File: config.mk
export PLATFORM = sky130hd
export DESIGN_NAME = pipe_ctrl_flat
export DESIGN_NICKNAME = d
export VERILOG_FILES = /design/src/rtl/pipe_ctrl_pkg.sv /design/src/rtl/pipe_ctrl_if.sv /design/src/rtl/pipe_ctrl_mc_down_counter.sv /design/src/rtl/pipe_ctrl.sv /design/src/flat_wrapper.sv
export SDC_FILE = /design/constraint.sdc
export NUM_CORES = 1
export LEC_CHECK = 0
export CAP_MARGIN = 15
export CORE_ASPECT_RATIO = 1.2
export CORE_MARGIN = 2
export CORE_UTILIZATION = 38
export DETAILED_ROUTE_END_ITERATION = 10
export GPL_TIMING_DRIVEN = 0
export PLACE_DENSITY = 0.76
export SLEW_MARGIN = 40
export SYNTH_ARGS = -nofsm -noshare
export SYNTH_HDL_FRONTEND = slang
export SYNTH_SLANG_ARGS = --single-unit
File: constraint.sdc
create_clock -name clk -period 2.22 [get_ports clk]
set_input_delay 0.555 -clock clk [delete_from_list [all_inputs] [get_ports clk]]
set_output_delay 0.555 -clock clk [all_outputs]
set_load 0.01 [all_outputs]
File: src/rtl/pipe_ctrl_pkg.sv
// Shared definitions for the pipeline hazard / flush controller:
// stall vector width and encodings, controller state encoding, bus width.
package pipe_ctrl_pkg;

    localparam int STALL_W = 6;

    // Hold vector bit order: [0] PC, [1] IF/ID, [2] ID/EX, [3] EX/MEM, [4] MEM/WB, [5] WB
    localparam logic [STALL_W-1:0] STALL_NONE    = 6'b000000;
    localparam logic [STALL_W-1:0] STALL_LOADUSE = 6'b000111;
    localparam logic [STALL_W-1:0] STALL_EXBUSY  = 6'b001111;

    localparam int          REG_BUS   = 32;
    localparam logic [31:0] ZERO_WORD = 32'h0000_0000;

    typedef enum logic [1:0] {
        ST_RUN    = 2'b00,
        ST_EXBUSY = 2'b01,
        ST_FLUSH  = 2'b10
    } state_t;

endpackage

File: src/rtl/pipe_ctrl_if.sv
// Bundle of pipeline request inputs and control outputs around pipe_ctrl.
//
// Signalling: there is no valid/ready pair on this bundle. stallreq_id and
// flush_req are levels evaluated every cycle; ex_mc_start is a one-cycle
// pulse whose ex_mc_cycles is sampled in the same cycle; flush_pc is sampled
// only while flush_req=1. Outputs stall/ex_mc_done are combinational for the
// current cycle, flush/new_pc/busy derive from registered state. The
// requester (master) never waits on an acknowledgement; stall is the only
// back-pressure.
interface pipe_ctrl_if #(
    parameter int MC_CNT_W = 6
);
    import pipe_ctrl_pkg::*;

    logic                 stallreq_id;
    logic                 ex_mc_start;
    logic [MC_CNT_W-1:0]  ex_mc_cycles;
    logic                 flush_req;
    logic [REG_BUS-1:0]   flush_pc;

    logic [STALL_W-1:0]   stall;
    logic                 flush;
    logic [REG_BUS-1:0]   new_pc;
    logic                 ex_mc_done;
    logic                 busy;

    // Pipeline side: raises requests, obeys control outputs
    modport master (
        output stallreq_id, ex_mc_start, ex_mc_cycles, flush_req, flush_pc,
        input  stall, flush, new_pc, ex_mc_done, busy
    );

    // Controller side
    modport slave (
        input  stallreq_id, ex_mc_start, ex_mc_cycles, flush_req, flush_pc,
        output stall, flush, new_pc, ex_mc_done, busy
    );

endinterface

File: src/rtl/pipe_ctrl_mc_down_counter.sv
// Down-counter tracking remaining EX occupancy of a multi-cycle operation.
// Load has priority over decrement; clear abandons any pending count.
module mc_down_counter #(
    parameter int MC_CNT_W = 6
) (
    input  logic                clk,
    input  logic                rst,
    input  logic                load,
    input  logic [MC_CNT_W-1:0] load_val,
    input  logic                dec,
    input  logic                clear,
    output logic [MC_CNT_W-1:0] count,
    output logic                one
);

    // Count register: clear > load > decrement, never wraps below zero
    always_ff @(posedge clk or negedge rst) begin
        if (!rst) begin
            count <= '0;
        end else if (clear) begin
            count <= '0;
        end else if (load) begin
            count <= load_val;
        end else if (dec && (count != '0)) begin
            count <= count - MC_CNT_W'(1);
        end
    end

    assign one = (count == MC_CNT_W'(1));

endmodule

File: src/rtl/pipe_ctrl.sv
// Pipeline control: load-use stalls, multi-cycle EX occupancy and
// exception/redirect flushes. Three-state FSM (RUN, EXBUSY, FLUSH) with
// priority flush_req > ex_mc_start > stallreq_id.
module pipe_ctrl
    import pipe_ctrl_pkg::*;
#(
    parameter int MC_CNT_W = 6
) (
    input  logic        clk,
    input  logic        rst,
    pipe_ctrl_if.slave  bus,
    output logic [1:0]  dbg_state
);

    state_t                state;
    state_t                state_next;
    logic [REG_BUS-1:0]    new_pc_q;
    logic [STALL_W-1:0]    stall_c;
    logic                  done_c;
    logic                  pc_capture;
    logic                  cnt_load;
    logic                  cnt_dec;
    logic                  cnt_clear;
    logic [MC_CNT_W-1:0]   cnt_load_val;
    logic [MC_CNT_W-1:0]   cnt_value;
    logic                  cnt_one;
    logic                  mc_multi;

    // N of 0 or 1 is a single-cycle op that never occupies EX beyond its start
    assign mc_multi     = (bus.ex_mc_cycles >= MC_CNT_W'(2));
    // The start cycle itself counts toward N, so EXBUSY covers N-1 cycles
    assign cnt_load_val = bus.ex_mc_cycles - MC_CNT_W'(1);

    mc_down_counter #(
        .MC_CNT_W (MC_CNT_W)
    ) u_mc_cnt (
        .clk      (clk),
        .rst      (rst),
        .load     (cnt_load),
        .load_val (cnt_load_val),
        .dec      (cnt_dec),
        .clear    (cnt_clear),
        .count    (cnt_value),
        .one      (cnt_one)
    );

    // State register
    always_ff @(posedge clk or negedge rst) begin
        if (!rst) begin
            state <= ST_RUN;
        end else begin
            state <= state_next;
        end
    end

    // Redirect target: captured with every accepted flush_req, held otherwise
    always_ff @(posedge clk or negedge rst) begin
        if (!rst) begin
            new_pc_q <= ZERO_WORD;
        end else if (pc_capture) begin
            new_pc_q <= bus.flush_pc;
        end
    end

    // Next-state and per-cycle stall/done decode
    always_comb begin
        state_next = state;
        stall_c    = STALL_NONE;
        done_c     = 1'b0;
        pc_capture = 1'b0;
        cnt_load   = 1'b0;
        cnt_dec    = 1'b0;
        cnt_clear  = 1'b0;

        case (state)
            ST_RUN: begin
                if (bus.flush_req) begin
                    // Flush wins over a same-cycle multi-cycle start
                    pc_capture = 1'b1;
                    cnt_clear  = 1'b1;
                    state_next = ST_FLUSH;
                end else if (bus.ex_mc_start && mc_multi) begin
                    stall_c    = STALL_EXBUSY;
                    cnt_load   = 1'b1;
                    state_next = ST_EXBUSY;
                end else if (bus.stallreq_id) begin
                    // A single-cycle EX op does not hide a load-use hazard
                    stall_c = STALL_LOADUSE;
                end
            end

            ST_EXBUSY: begin
                if (bus.flush_req) begin
                    // Pending count is abandoned and no done pulse is raised
                    pc_capture = 1'b1;
                    cnt_clear  = 1'b1;
                    state_next = ST_FLUSH;
                end else if (cnt_one) begin
                    done_c     = 1'b1;
                    cnt_dec    = 1'b1;
                    stall_c    = bus.stallreq_id ? STALL_LOADUSE : STALL_NONE;
                    state_next = ST_RUN;
                end else begin
                    // EXBUSY stall already holds ID, so stallreq_id is covered
                    stall_c = STALL_EXBUSY;
                    cnt_dec = 1'b1;
                end
            end

            ST_FLUSH: begin
                if (bus.flush_req) begin
                    pc_capture = 1'b1;
                    state_next = ST_FLUSH;
                end else begin
                    state_next = ST_RUN;
                end
            end

            default: begin
                cnt_clear  = 1'b1;
                state_next = ST_RUN;
            end
        endcase
    end

    // Combinational outputs are forced low while reset is held so that
    // asserted request inputs cannot leak through during reset
    assign bus.stall      = rst ? stall_c : STALL_NONE;
    assign bus.ex_mc_done = rst & done_c;
    assign bus.flush      = rst & (state == ST_FLUSH);
    assign bus.busy       = rst & (state != ST_RUN);
    assign bus.new_pc     = new_pc_q;
    assign dbg_state      = state;

endmodule

File: src/flat_wrapper.sv
// flat-port wrapper written by rule: the top's interface ports become plain ports
module pipe_ctrl_flat import pipe_ctrl_pkg::*;
#(
    parameter int MC_CNT_W = 6
)
  (clk, rst, dbg_state, bus_stallreq_id, bus_ex_mc_start, bus_ex_mc_cycles, bus_flush_req, bus_flush_pc, bus_stall, bus_flush, bus_new_pc, bus_ex_mc_done, bus_busy);
  pipe_ctrl_if #(.MC_CNT_W(MC_CNT_W)) bus_i ();
  input  logic clk;
  input  logic rst;
  output logic [1:0] dbg_state;
  input wire logic [$bits(bus_i.stallreq_id)-1:0] bus_stallreq_id;
  input wire logic [$bits(bus_i.ex_mc_start)-1:0] bus_ex_mc_start;
  input wire logic [$bits(bus_i.ex_mc_cycles)-1:0] bus_ex_mc_cycles;
  input wire logic [$bits(bus_i.flush_req)-1:0] bus_flush_req;
  input wire logic [$bits(bus_i.flush_pc)-1:0] bus_flush_pc;
  output wire logic [$bits(bus_i.stall)-1:0] bus_stall;
  output wire logic [$bits(bus_i.flush)-1:0] bus_flush;
  output wire logic [$bits(bus_i.new_pc)-1:0] bus_new_pc;
  output wire logic [$bits(bus_i.ex_mc_done)-1:0] bus_ex_mc_done;
  output wire logic [$bits(bus_i.busy)-1:0] bus_busy;
  assign bus_i.stallreq_id = bus_stallreq_id;
  assign bus_i.ex_mc_start = bus_ex_mc_start;
  assign bus_i.ex_mc_cycles = bus_ex_mc_cycles;
  assign bus_i.flush_req = bus_flush_req;
  assign bus_i.flush_pc = bus_flush_pc;
  assign bus_stall = bus_i.stall;
  assign bus_flush = bus_i.flush;
  assign bus_new_pc = bus_i.new_pc;
  assign bus_ex_mc_done = bus_i.ex_mc_done;
  assign bus_busy = bus_i.busy;
  pipe_ctrl #(.MC_CNT_W(MC_CNT_W)) u_core (.clk(clk), .rst(rst), .bus(bus_i), .dbg_state(dbg_state));
endmodule
Word-level counts from Yosys, hierarchy flattened
Index checks and enable logic that the tools add are counted.

$add $sub $neg: 2. Eq/ne operators: 5. Reductions and logical operators: 9. $lt $le $gt $ge: 1. Multiplexer cells: 27. Bitwise gates (word level): 3.

Operators by type and width (count): 6-bit two-way mux (8); 6-bit case mux with 2 select lines (1); 6-bit by 1-bit subtractor with 6-bit output (second input constant) (2); 1-bit two-way mux (10); 2-bit two-way mux (5); 6-bit by 1-bit == test with 1-bit output (second input constant) (1); 6-bit by 2-bit >= comparator with 1-bit output (second input constant) (1); 3-bit by 2-bit != test with 1-bit output (second input constant) (2); 2-bit case mux with 3 select lines (1); 6-bit nonzero test (1); 1-bit AND (3); 3-bit two-way mux (1); 3-bit nonzero test (1); 3-bit OR reduction (1); 2-bit by 1-bit == test with 1-bit output (second input constant) (1); 2-bit == test (second input constant) (1); 1-bit logical AND (2); 2-bit logical NOT (1); 1-bit case mux with 2 select lines (1); 2-bit AND reduction (1); 2-bit nonzero test (1); 2-bit OR reduction (1).

Register bits: 40. Bits of input ports: 43. Word-level logic and storage cells: 50. Output and inout bits: 43.

Logic depth before layout (Yosys ltp)
Gate-level depths: netlist (run 1).

Word-level depth: 7. Depth in mapped cells: 7. Mapped depth without buffers: 6.

Cells and area by module
From an unflattened synthesis (run 1), not the netlist that was laid out.

Cells, all modules: 170. Area total of the unflattened synthesis: 2168.3 um2.

Modules (own cells, without submodules): pipe_ctrl (instances 1, area an instance 1736.7 um2, cells each 121, sequential area each 850.8 um2); mc_down_counter (instances 1, area an instance 431.7 um2, cells each 49, sequential area each 150.1 um2).

Worst setup path after synthesis (run 1)
Ideal clock, no wire load.

Path type: input to output. From: input port bus_ex_mc_cycles[4]. To: output port bus_stall[1]. Path slack: -0.209 ns. Required time: 1.665 ns. Stages on the path: 5. Buffers on the path: 1. Arrival: 1.874 ns. Path through: or4_4 o311a_1 nor2_1 a21oi_1 buf_4.

Cells in the longest elaborated chain, start to end: 6.

RTL lines: start: declaration (line flat_wrapper.sv:13) `input wire logic [$bits(bus_i.ex_mc_cycles)-1:0] bus_ex_mc_cycles;`; 6-bit by 2-bit >= comparator with 1-bit output (line pipe_ctrl.sv:30) `assign mc_multi = (bus.ex_mc_cycles >= MC_CNT_W'(2));`; 1-bit logical AND (line pipe_ctrl.sv:82) `end else if (bus.ex_mc_start && mc_multi) begin`; 6-bit two-way mux (line pipe_ctrl.sv:82); 6-bit two-way mux (line pipe_ctrl.sv:77) `if (bus.flush_req) begin`; 6-bit case mux with 2 select lines (line pipe_ctrl.sv:75) `case (state)`; 6-bit two-way mux (line pipe_ctrl.sv:128) `assign bus.stall = rst ? stall_c : STALL_NONE;`; end: declaration (line flat_wrapper.sv:16) `output wire logic [$bits(bus_i.stall)-1:0] bus_stall;`.

Every way passes these cells.

Final worst setup path (run 1)
From: input port bus_ex_mc_cycles[2]. To: output port bus_stall[2].

Same word-level chain as after synthesis.

==> results of run 1 <==
[layer usage]
metal | vias up | track usage, % | share of wire [%] | routed length [um]
met1 | 743 | 18.63 | 39 | 1706
li1 | 748 | - | - | -
met4 | 0 | 5.594 | 1.7 | 76
met3 | 9 | 4.248 | 6.1 | 268
met2 | 62 | 28.50 | 54 | 2373
met5 | - | 0 | 0 | 0
[state kept, by name, summed over array words and instances (netlist names)]
| register | count |
|---|---|
| u_core.dbg_state | 2 |
| u_core.bus.new_pc | 32 |
| u_core.u_mc_cnt.count | 6 |
[how the worst max path moves through the flow]
stage,from,slack (ns),to
after floorplan,bus_ex_mc_cycles[4],-0.17,bus_stall[1]
after global placement,rst,-2.17,bus_stall[2]
after detailed placement,bus_ex_mc_cycles[2],-1.16,bus_stall[2]
after CTS,bus_ex_mc_cycles[2],-0.33,bus_stall[2]
after global routing,bus_ex_mc_cycles[2],-0.33,bus_stall[2]
final,bus_ex_mc_cycles[2],-0.29,bus_stall[2]
[cells in the mapped netlist (all sizes together) (2+ instances only)]
cell	instances
nand2b	3
o22ai	2
o21ai	2
mux2	33
xnor2	3
nor2	8
dfrtp	40
a21oi	3
nor2b	3
a31oi	2
ha	10
a211oi	3
xor2	2
o31ai	3
nor3	3
buf	7
inv	9
[power groups by stage]
stage | Sequential [mW] | Combinational (mW) | Clock, mW
2_1_floorplan | 1.07 | 0.539 | 0
3_3_place_gp | 1.03 | 1.08 | 0
3_5_place_dp | 1.03 | 1.10 | 0
4_1_cts | 1.02 | 1.26 | 0.470
5_1_grt | 1.06 | 1.38 | 0.503
6_report | 1.03 | 1.27 | 0.449
[through the flow]
step | TNS, ns | util [%] | cell area [um2] | hold WS [ns] | std cells
after floorplan | -0.3400 | - | 1977 | 0.2594 | 157
after global placement | -42.90 | 57.95 | 2883 | 0.4676 | 300
after detailed placement | -13.29 | 57.90 | 2880 | 0.4796 | 300
after CTS | -1.082 | 62.12 | 3090 | 0.1478 | 313
after global routing | -1.068 | 62.60 | 3114 | 0.1072 | 313
final | -0.9073 | 62.60 | 3114 | 0.1093 | 313
[cell type report]
class                           instances  area share, %
Buffer                                  8          1.567
Multi-Input combinational cell        100          31.98
Tap cell                               60          2.411
Timing Repair Buffer                   89          28.24
Inverter                                9          1.085
Sequential cell                        40          32.22
Clock buffer                            6          2.330
Clock inverter                          1         0.1607
[placed cells by master (no fill, tap or decap), types with 2 or more instances in the layout]
| cell | count |
|---|---|
| nor2_1 | 7 |
| buf_6 | 3 |
| ha_1 | 6 |
| clkdlybuf4s50_1 | 68 |
| buf_2 | 7 |
| clkbuf_1 | 2 |
| a211oi_1 | 3 |
| buf_4 | 10 |
| dlygate4sd2_1 | 2 |
| dlymetal6s2s_1 | 3 |
| mux2_2 | 30 |
| conb_1 | 2 |
| o31ai_1 | 3 |
| dfrtp_1 | 38 |
| dfrtp_2 | 2 |
| clkbuf_8 | 5 |
| o21ai_0 | 2 |
| inv_2 | 4 |
| mux2_1 | 3 |
| o22ai_1 | 2 |
| a21oi_1 | 2 |
| ha_4 | 3 |
| xnor2_1 | 3 |
| nand2b_1 | 2 |
| inv_1 | 5 |
| nor2b_1 | 2 |
| xor2_1 | 2 |
[kinds of logic after synthesis]
kind of cell | count (synthesis) | share of synthesized area [%]
compound gates | 24 | 9.670
xor+xnor | 5 | 2.227
fa+ha+maj | 10 | 6.361
buf+inv | 17 | 4.198
flops | 40 | 50.89
mux | 34 | 19.40
other cells | 1 | 0.1907
simple gates | 25 | 7.061
[repair_timing]
action,CTS,global route
setup endpoints to repair,8,7
gates resized for setup,63,9
hold endpoints to repair,0,0
pin swaps,5,2
buffers inserted,6,0
==> flow_summary.json, run 1 <==
{
  "status": "finished, violations left",
  "violations": "setup timing",
  "fmax_mhz": 398.6,
  "synth-edff-count": 0,
  "tightestPinTransition_ns": 0.6761,
  "rsz0062_at_grt": "true",
  "required_ns": 1.66,
  "first_pass_iters": 4,
  "worstSetupStartpointType": "input pin",
  "ys_seq_elements": 40,
  "start_util_pct": 39.54,
  "grt_pass1_vias": 1660,
  "via_per_inst": 4.990,
  "finClkSkew_ns": 0.007137,
  "slew_viol_final": 0,
  "synth_flop_cell": "dfrtp_1",
  "setup_viol_count_final": 4,
  "worstSetupPathType": "in2out",
  "period_share_pct": 113.0,
  "root_buffer": "clkbuf_8",
  "cts.sinks": 40,
  "clock_latency_ns": 0.28,
  "wl_um": 4425,
  "num_io_pins": 86,
  "worstPathArrival_ns": 1.95,
  "grt_pass1_wl_um": 7610,
  "rows": 28,
  "p_per_area_nw_per_um2": 882.9,
  "regArea_um2": 1003,
  "p_comb_share_pct": 46.4,
  "seq_area_frac_synth_pct": 50.89,
  "rr_worst_depth": 6,
  "max_stage_delay_ns": 0.54,
  "r2r-start": "u_core.dbg_state[0]",
  "syn_area_per_cell_um2": 12.61,
  "worst-path-buf-inv": 3,
  "clk_pin_slew_ns": 0.07,
  "vias": 1562,
  "switchingPower_mw": 0.9260,
  "crit_slowest_cell": "or4_4",
  "drtAntennaViolNets": 0,
  "wl_per_cell_um": 14.14,
  "synth_largest_area_cell": "dfrtp_1",
  "num-fill-cells": 420,
  "cap_violations": 0,
  "total_power_mw": 2.750,
  "drc": 0,
  "drt_iter0_markers": 61,
  "crit_chain": "buf_8, or4_4, o311a_4, nor2_4, a21oi_2, buf_4, buf_6",
  "syn_area_um2": 1967,
  "core_um2": 4975,
  "switching_share_pct": 33.68,
  "relSlewSlack_pct": 54.54,
  "internal_power_mw": 1.824,
  "seqPwrFrac_pct": 37.3,
  "gp_congestion": 0.7549,
  "track_usage_pct": 16.07,
  "hp-class": "in2async",
  "final.setup.worst_slack_ns": -0.2886,
  "leakage_nw": 1.311,
  "period_minus_slack_ns": 2.509,
  "yosys-top-cells-area": "dfrtp_1, mux2_2, ha_1",
  "cp.depth": 7,
  "htreeDepth": 2,
  "hold_viol": 0,
  "cp-end-kind": "primary output",
  "die_h_um": 82.81,
  "pwr-share-clk_pct": 16.3,
  "synth_cell_types": 39,
  "async_reset_ff_share_pct": 100.0,
  "r2r_slack_ns": 0.30,
  "clockBufferDepth": 2,
  "postCtsHoldBufs": 0,
  "io_buffers": 83,
  "synth_top_area_share_pct": 50.89,
  "vdd_ir_drop_max_mv": 0.4744,
  "critPathMaxFanout": 3,
  "synth_cells": 156,
  "regToRegEndpoint": "u_core.bus.new_pc[23]",
  "hpwl_um": 3149,
  "pre_cts_slack_ns": -1.156,
  "cts_made_buffers": 5,
  "cts_tree": "built",
  "synth_warnings": 0,
  "dieWidth_um": 69.68,
  "globalRouteOverflowTotal": 0,
  "multiInputGateArea_um2": 996.0,
  "drive_gt1_share_pct": 31.23,
  "antenna_found_initial": 0,
  "dieArea_um2": 5770,
  "fin_nets": 306,
  "antennaDiodeCount": 0,
  "synthToLayoutAreaGrowth_pct": 58.33,
  "grt_max_degree": 44,
  "cp_top_family": "simple AND/OR/NAND/NOR gates"
}
Power figures use the tool's default switching activity.
==> inputs of run 2 (changes only) <==
CORE_UTILIZATION = 39   (was 38)
SYNTH_HIERARCHICAL = 1   (was not set)
==> flow_summary.json, run 2 <==
{
  "critPathMaxFanout": 3,
  "postCtsHoldBufs": 0,
  "root_buffer": "clkbuf_8",
  "crit_slowest_cell": "a2111o_1",
  "dieArea_um2": 6175,
  "largest_reg_flops": 32,
  "placed_cell_area_um2": 3085,
  "num-fill-cells": 431,
  "globalRouteOverflowTotal": 0,
  "num_io_pins": 86,
  "antennaDiodeCount": 0,
  "syn_area_um2": 2168,
  "synth_flop_cell": "dfrtp_1",
  "synth_warnings": 6,
  "yosysMostFrequentCell": "dfrtp_1",
  "worstPathArrival_ns": 1.78,
  "htreeDepth": 2,
  "max_stage_delay_ns": 0.43,
  "yosys-top-cells-area": "dfrtp_1, mux2_4, ha_1",
  "wl_per_cell_um": 14.81,
  "cp_common_cell": "buf_6",
  "period_share_pct": 105.0,
  "drive_gt1_share_pct": 34.56,
  "period_minus_slack_ns": 2.331,
  "fmax_mhz": 429.0,
  "grt_pass1_wl_um": 7948,
  "cts_made_buffers": 5,
  "final.setup.worst_slack_ns": -0.1112,
  "leakage_nw": 1.500,
  "setup-tns-final_ns": -0.3804,
  "vdd_ir_drop_max_mv": 0.3505,
  "hpwl_um": 3437,
  "drc": 0,
  "p_per_area_nw_per_um2": 905.7,
  "clockBufferDepth": 2,
  "crit_chain": "buf_2, inv_2, ha_4, nor4_4, a2111o_1, a31oi_4, buf_6, buf_6",
  "gp_congestion": 0.7481,
  "die_h_um": 85.68,
  "status": "finished, violations left",
  "wl_um": 4946,
  "layout_commonest_cell": "clkdlybuf4s50_1",
  "hp-class": "in2async",
  "ys_seq_elements": 40,
  "core_um2": 5334,
  "fin_nets": 322,
  "grt_pass1_vias": 1613,
  "ys_top_cells_by_count": "dfrtp_1, mux2_4, inv_1",
  "synth_top_area_share_pct": 46.16,
  "via_per_inst": 4.940,
  "synth-edff-count": 0,
  "synth_cell_types": 40,
  "track_usage_pct": 16.38,
  "rsz0062_at_grt": "true",
  "violations": "setup timing",
  "setup_viol_count_final": 5,
  "hold_viol": 0,
  "async_reset_ff_share_pct": 100.0,
  "final_cell_mix": "clkdlybuf4s50_1, dfrtp_1, mux2_4",
  "synth_cells": 170,
  "rows": 29,
  "required_ns": 1.66,
  "synthToLayoutAreaGrowth_pct": 54.24,
  "vias": 1650,
  "seq_area_frac_synth_pct": 46.16,
  "antenna_found_initial": 0,
  "syn_area_per_cell_um2": 12.75,
  "cap_violations": 0,
  "worstSetupPathType": "in2out",
  "clk_pin_slew_ns": 0.07,
  "cp-end-kind": "primary output",
  "clock_latency_ns": 0.29,
  "cts_tree": "built",
  "grt_max_degree": 45,
  "slew_viol_final": 0,
  "drtAntennaViolNets": 0,
  "io_buffers": 82,
  "first_pass_iters": 4,
  "worstSetupStartpointType": "input pin",
  "start_util_pct": 40.65,
  "finClkSkew_ns": 0.003930,
  "dieWidth_um": 72.07,
  "stdcell_area_um2": 3344,
  "drt_iter0_markers": 50,
  "cts.sinks": 40,
  "synth_largest_area_cell": "dfrtp_1",
  "hold_slack_ns": 0.1616,
  "pre_cts_slack_ns": -1.049
}
-- run 2: routing by layer --
layer,up-vias,wire [um],global-route usage [%]
met4,0,53,5.146
met1,782,2274,21.65
met5,-,0,0
met3,4,331,3.995
met2,72,2288,26.36
li1,792,-,-
-- run 2: repair_timing --
item	4_1_cts	5_1_grt
gates resized for setup	61	12
buffers inserted	8	3
hold endpoints to repair	0	0
pin swaps	7	7
endpoints found under the setup margin	12	8
-- run 2: worst max-delay path, delay by kind of cell --
| kind | cells | cell delay (ns) |
|---|---|---|
| adders and majority gates | 1 | 0.13 |
| AOI/OAI and AO/OA | 2 | 0.68 |
| buffers and inverters | 4 | 0.38 |
| and+or+nand+nor | 1 | 0.04 |
-- run 2: metrics by stage --
| step | utilization, % | power, mW | instances |
|---|---|---|---|
| floorplan | - | 1.762 | 171 |
| global placement | 57.89 | 2.286 | 315 |
| detailed placement | 57.85 | 2.311 | 315 |
| CTS | 62.02 | 2.979 | 331 |
| global route | 62.70 | 3.218 | 334 |
| finish | 62.70 | 3.029 | 334 |
-- run 2: final cells by class --
cell class	count	area, um2	share of cell area (%)
plain buffers	10	97.59	2.918
clock buffers	7	86.33	2.581
clock inverters	1	7.507	0.2245
inverters	13	48.80	1.459
multi-input cells	108	1139	34.04
flip-flops and latches	40	1006	30.08
well taps	62	77.57	2.319
repair buffers	93	882.1	26.37
-- run 2: path summary, 6_finish.rpt --
| check | from | endpoint | slack, ns | cells after the start |
|---|---|---|---|---|
| worst max-delay path | bus_ex_mc_cycles[0] | bus_stall[1] | -0.11 | 8 |
| worst min-delay path | rst | u_core/bus.new_pc[23] | 0.16 | 1 |
| worst max register to register | u_core/dbg_state[0] | u_core/u_mc_cnt/count[5] | -0.05 | 7 |
| worst min register to register | u_core/bus.new_pc[3] | u_core/bus.new_pc[3] | 0.51 | 1 |
| max in group asynchronous | rst | u_core/u_mc_cnt/count[5] | 1.74 | 1 |
| min in group clk | u_core/bus.new_pc[3] | u_core/bus.new_pc[3] | 0.51 | 1 |
-- run 2: power breakdown --
part           leakage, nW  internal (mW)  total (mW)  switching [mW]
registers            0.473          0.916        1.07           0.151
clock network       0.0445          0.252       0.492           0.240
logic                0.983          0.876        1.47           0.593
total                 1.50           2.04        3.03           0.984
-- run 2: kinds of logic (layout without fill, tap and decap cells) --
logic type	count (synthesis)	after routing	synth area share, %
DFF	40	40	46.16
xor gates and xnor gates	4	4	1.616
and+or+nand+nor	39	39	11.37
buffers and inverters	23	124	6.405
muxes	34	34	22.62
other	1	2	0.1729
adders and majority gates	8	8	4.616
AOI/OAI and AO/OA	21	21	7.040
==> inputs of run 3 (changes only) <==
CELL_PAD_IN_SITES_DETAIL_PLACEMENT = 1   (was not set)
CELL_PAD_IN_SITES_GLOBAL_PLACEMENT = 2   (was not set)
CORE_UTILIZATION = 25   (was 39)
PLACE_DENSITY = not set   (was 0.76)
PLACE_DENSITY_LB_ADDON = 0.1   (was not set)
==> flow_summary.json, run 3 (synthesized netlist as in run 2, its figures left out) <==
{
  "wl_per_cell_um": 14.89,
  "dieArea_um2": 9437,
  "core_um2": 8518,
  "die_h_um": 106.0,
  "setup_viol_count_final": 5,
  "hpwl_um": 4155,
  "grt_pass1_wl_um": 9266,
  "placed_cell_area_um2": 3174,
  "drt_iter0_markers": 19,
  "drtAntennaViolNets": 0,
  "grt_max_degree": 19,
  "slew_viol_final": 0,
  "rsz0062_at_grt": "true",
  "start_util_pct": 25.46,
  "antenna_found_initial": 0,
  "place_inst": 371,
  "final.setup.worst_slack_ns": -0.08934,
  "vdd_ir_drop_max_mv": 0.3122,
  "drive_gt1_share_pct": 35.61,
  "clockBufferDepth": 2,
  "track_usage_pct": 12.63,
  "required_ns": 1.66,
  "grt_pass1_vias": 1843,
  "fin_cells": 395,
  "via_per_inst": 4.301,
  "worstPathArrival_ns": 1.75,
  "stdcell_area_um2": 3495,
  "layout_commonest_cell": "clkdlybuf4s50_1",
  "cp-end-kind": "primary output",
  "num_io_pins": 86,
  "drc": 0,
  "hold_viol": 0,
  "cap_violations": 0,
  "worstSetupStartpointType": "input pin",
  "worstSetupPathType": "in2out",
  "finClkSkew_ns": 0.006608,
  "antennaDiodeCount": 0,
  "hp-class": "in2async",
  "rows": 37,
  "critPathMaxFanout": 5,
  "largest_reg_flops": 32,
  "root_buffer": "clkbuf_8",
  "status": "finished, violations left",
  "vias": 1699,
  "period_minus_slack_ns": 2.309,
  "dieWidth_um": 89.02,
  "p_per_area_nw_per_um2": 906.3,
  "total_power_mw": 3.167,
  "cts_made_buffers": 5,
  "fin_nets": 328,
  "io_buffers": 82,
  "first_pass_iters": 4,
  "gp_congestion": 0.6869,
  "period_share_pct": 104.0,
  "synthToLayoutAreaGrowth_pct": 61.17,
  "leakage_nw": 1.549,
  "htreeDepth": 2,
  "globalRouteOverflowTotal": 0,
  "clock_latency_ns": 0.29,
  "cts_tree": "built",
  "clk_pin_slew_ns": 0.07,
  "wl_um": 5880,
  "final_cell_mix": "clkdlybuf4s50_1, dfrtp_1, mux2_4",
  "cts.sinks": 40,
  "violations": "setup timing",
  "fmax_mhz": 433.0
}
-- run 3: changes by cell type in the layout (fill, tap and decap cells not counted), sizes merged --
cell          previous run  this run
dlymetal6s2s             1         0
clkbuf                   9         7
clkinvlp                 1         0
clkinv                   0         1
bufinv                   0         1
bufbuf                   0         1
buf                     29        34
dlygate4sd2              2         4
-- run 3: timing repair --
action,4_1_cts,5_1_grt
pin swaps,7,3
setup buffers,12,4
hold buffers,0,0
gates cloned,1,0
setup endpoints to repair,13,7
gates resized for setup,62,7
-- run 3: per-layer routing --
metal | up-vias | global-route usage (%) | share of wire [%]
li1 | 806 | - | -
met1 | 828 | 15.67 | 45
met2 | 60 | 22.01 | 49
met3 | 5 | 2.096 | 4.8
met4 | 0 | 3.838 | 1.3
met5 | - | 0 | 0
-- run 3: power breakdown --
part	internal, mW	leakage (nW)	switching [mW]
sequential	0.916	0.473	0.152
clock	0.334	0.0552	0.258
combinational	0.904	1.02	0.603
total	2.15	1.55	1.01
-- run 3: critical path, stage by stage --
cell and delay (ns):
clkdlybuf4s15_2 0.23, nor2_1 0.07, a2111o_1 0.48, a31oi_4 0.21, buf_6 0.13, buf_6 0.09
-- run 3: cell type report --
cell class,count,area (um2)
multi-input combinational,108,1120
timing repair buffer,100,979.7
buffer,9,86.33
fill,942,5024
sequential,40,1006
clock buffer,6,72.57
tap,117,146.4
inverter,13,48.80
clock inverter,2,35.03
-- run 3: final timing paths --
check                                 startpoint  cells after the start  slack (ns)                       end
min                                          rst                      1         0.1     u_core/bus.new_pc[21]
max reg2reg                  u_core/dbg_state[0]                      7       -0.06  u_core/u_mc_cnt/count[5]
min in group clk           u_core/bus.new_pc[21]                      1        0.51     u_core/bus.new_pc[21]
min reg2reg                u_core/bus.new_pc[21]                      1        0.51     u_core/bus.new_pc[21]
max in group asynchronous                    rst                      2        1.65     u_core/bus.new_pc[19]
max                          bus_ex_mc_cycles[2]                      6       -0.09              bus_stall[1]
-- run 3: per-stage QoR --
step / worst slack (ns) / setup TNS, ns / utilization [%] / hold slack (ns)
2_1_floorplan: 0.002779 / 0 / - / 0.2594
3_3_place_gp: -2.527 / -46.67 / 37.06 / 0.4899
3_5_place_dp: -1.080 / -6.821 / 37.27 / 0.3982
6_report: -0.08934 / -0.3590 / 41.03 / 0.09591
5_1_grt: -0.1723 / -0.8991 / 41.03 / 0.08304
4_1_cts: -0.1351 / -0.5758 / 40.69 / 0.08997
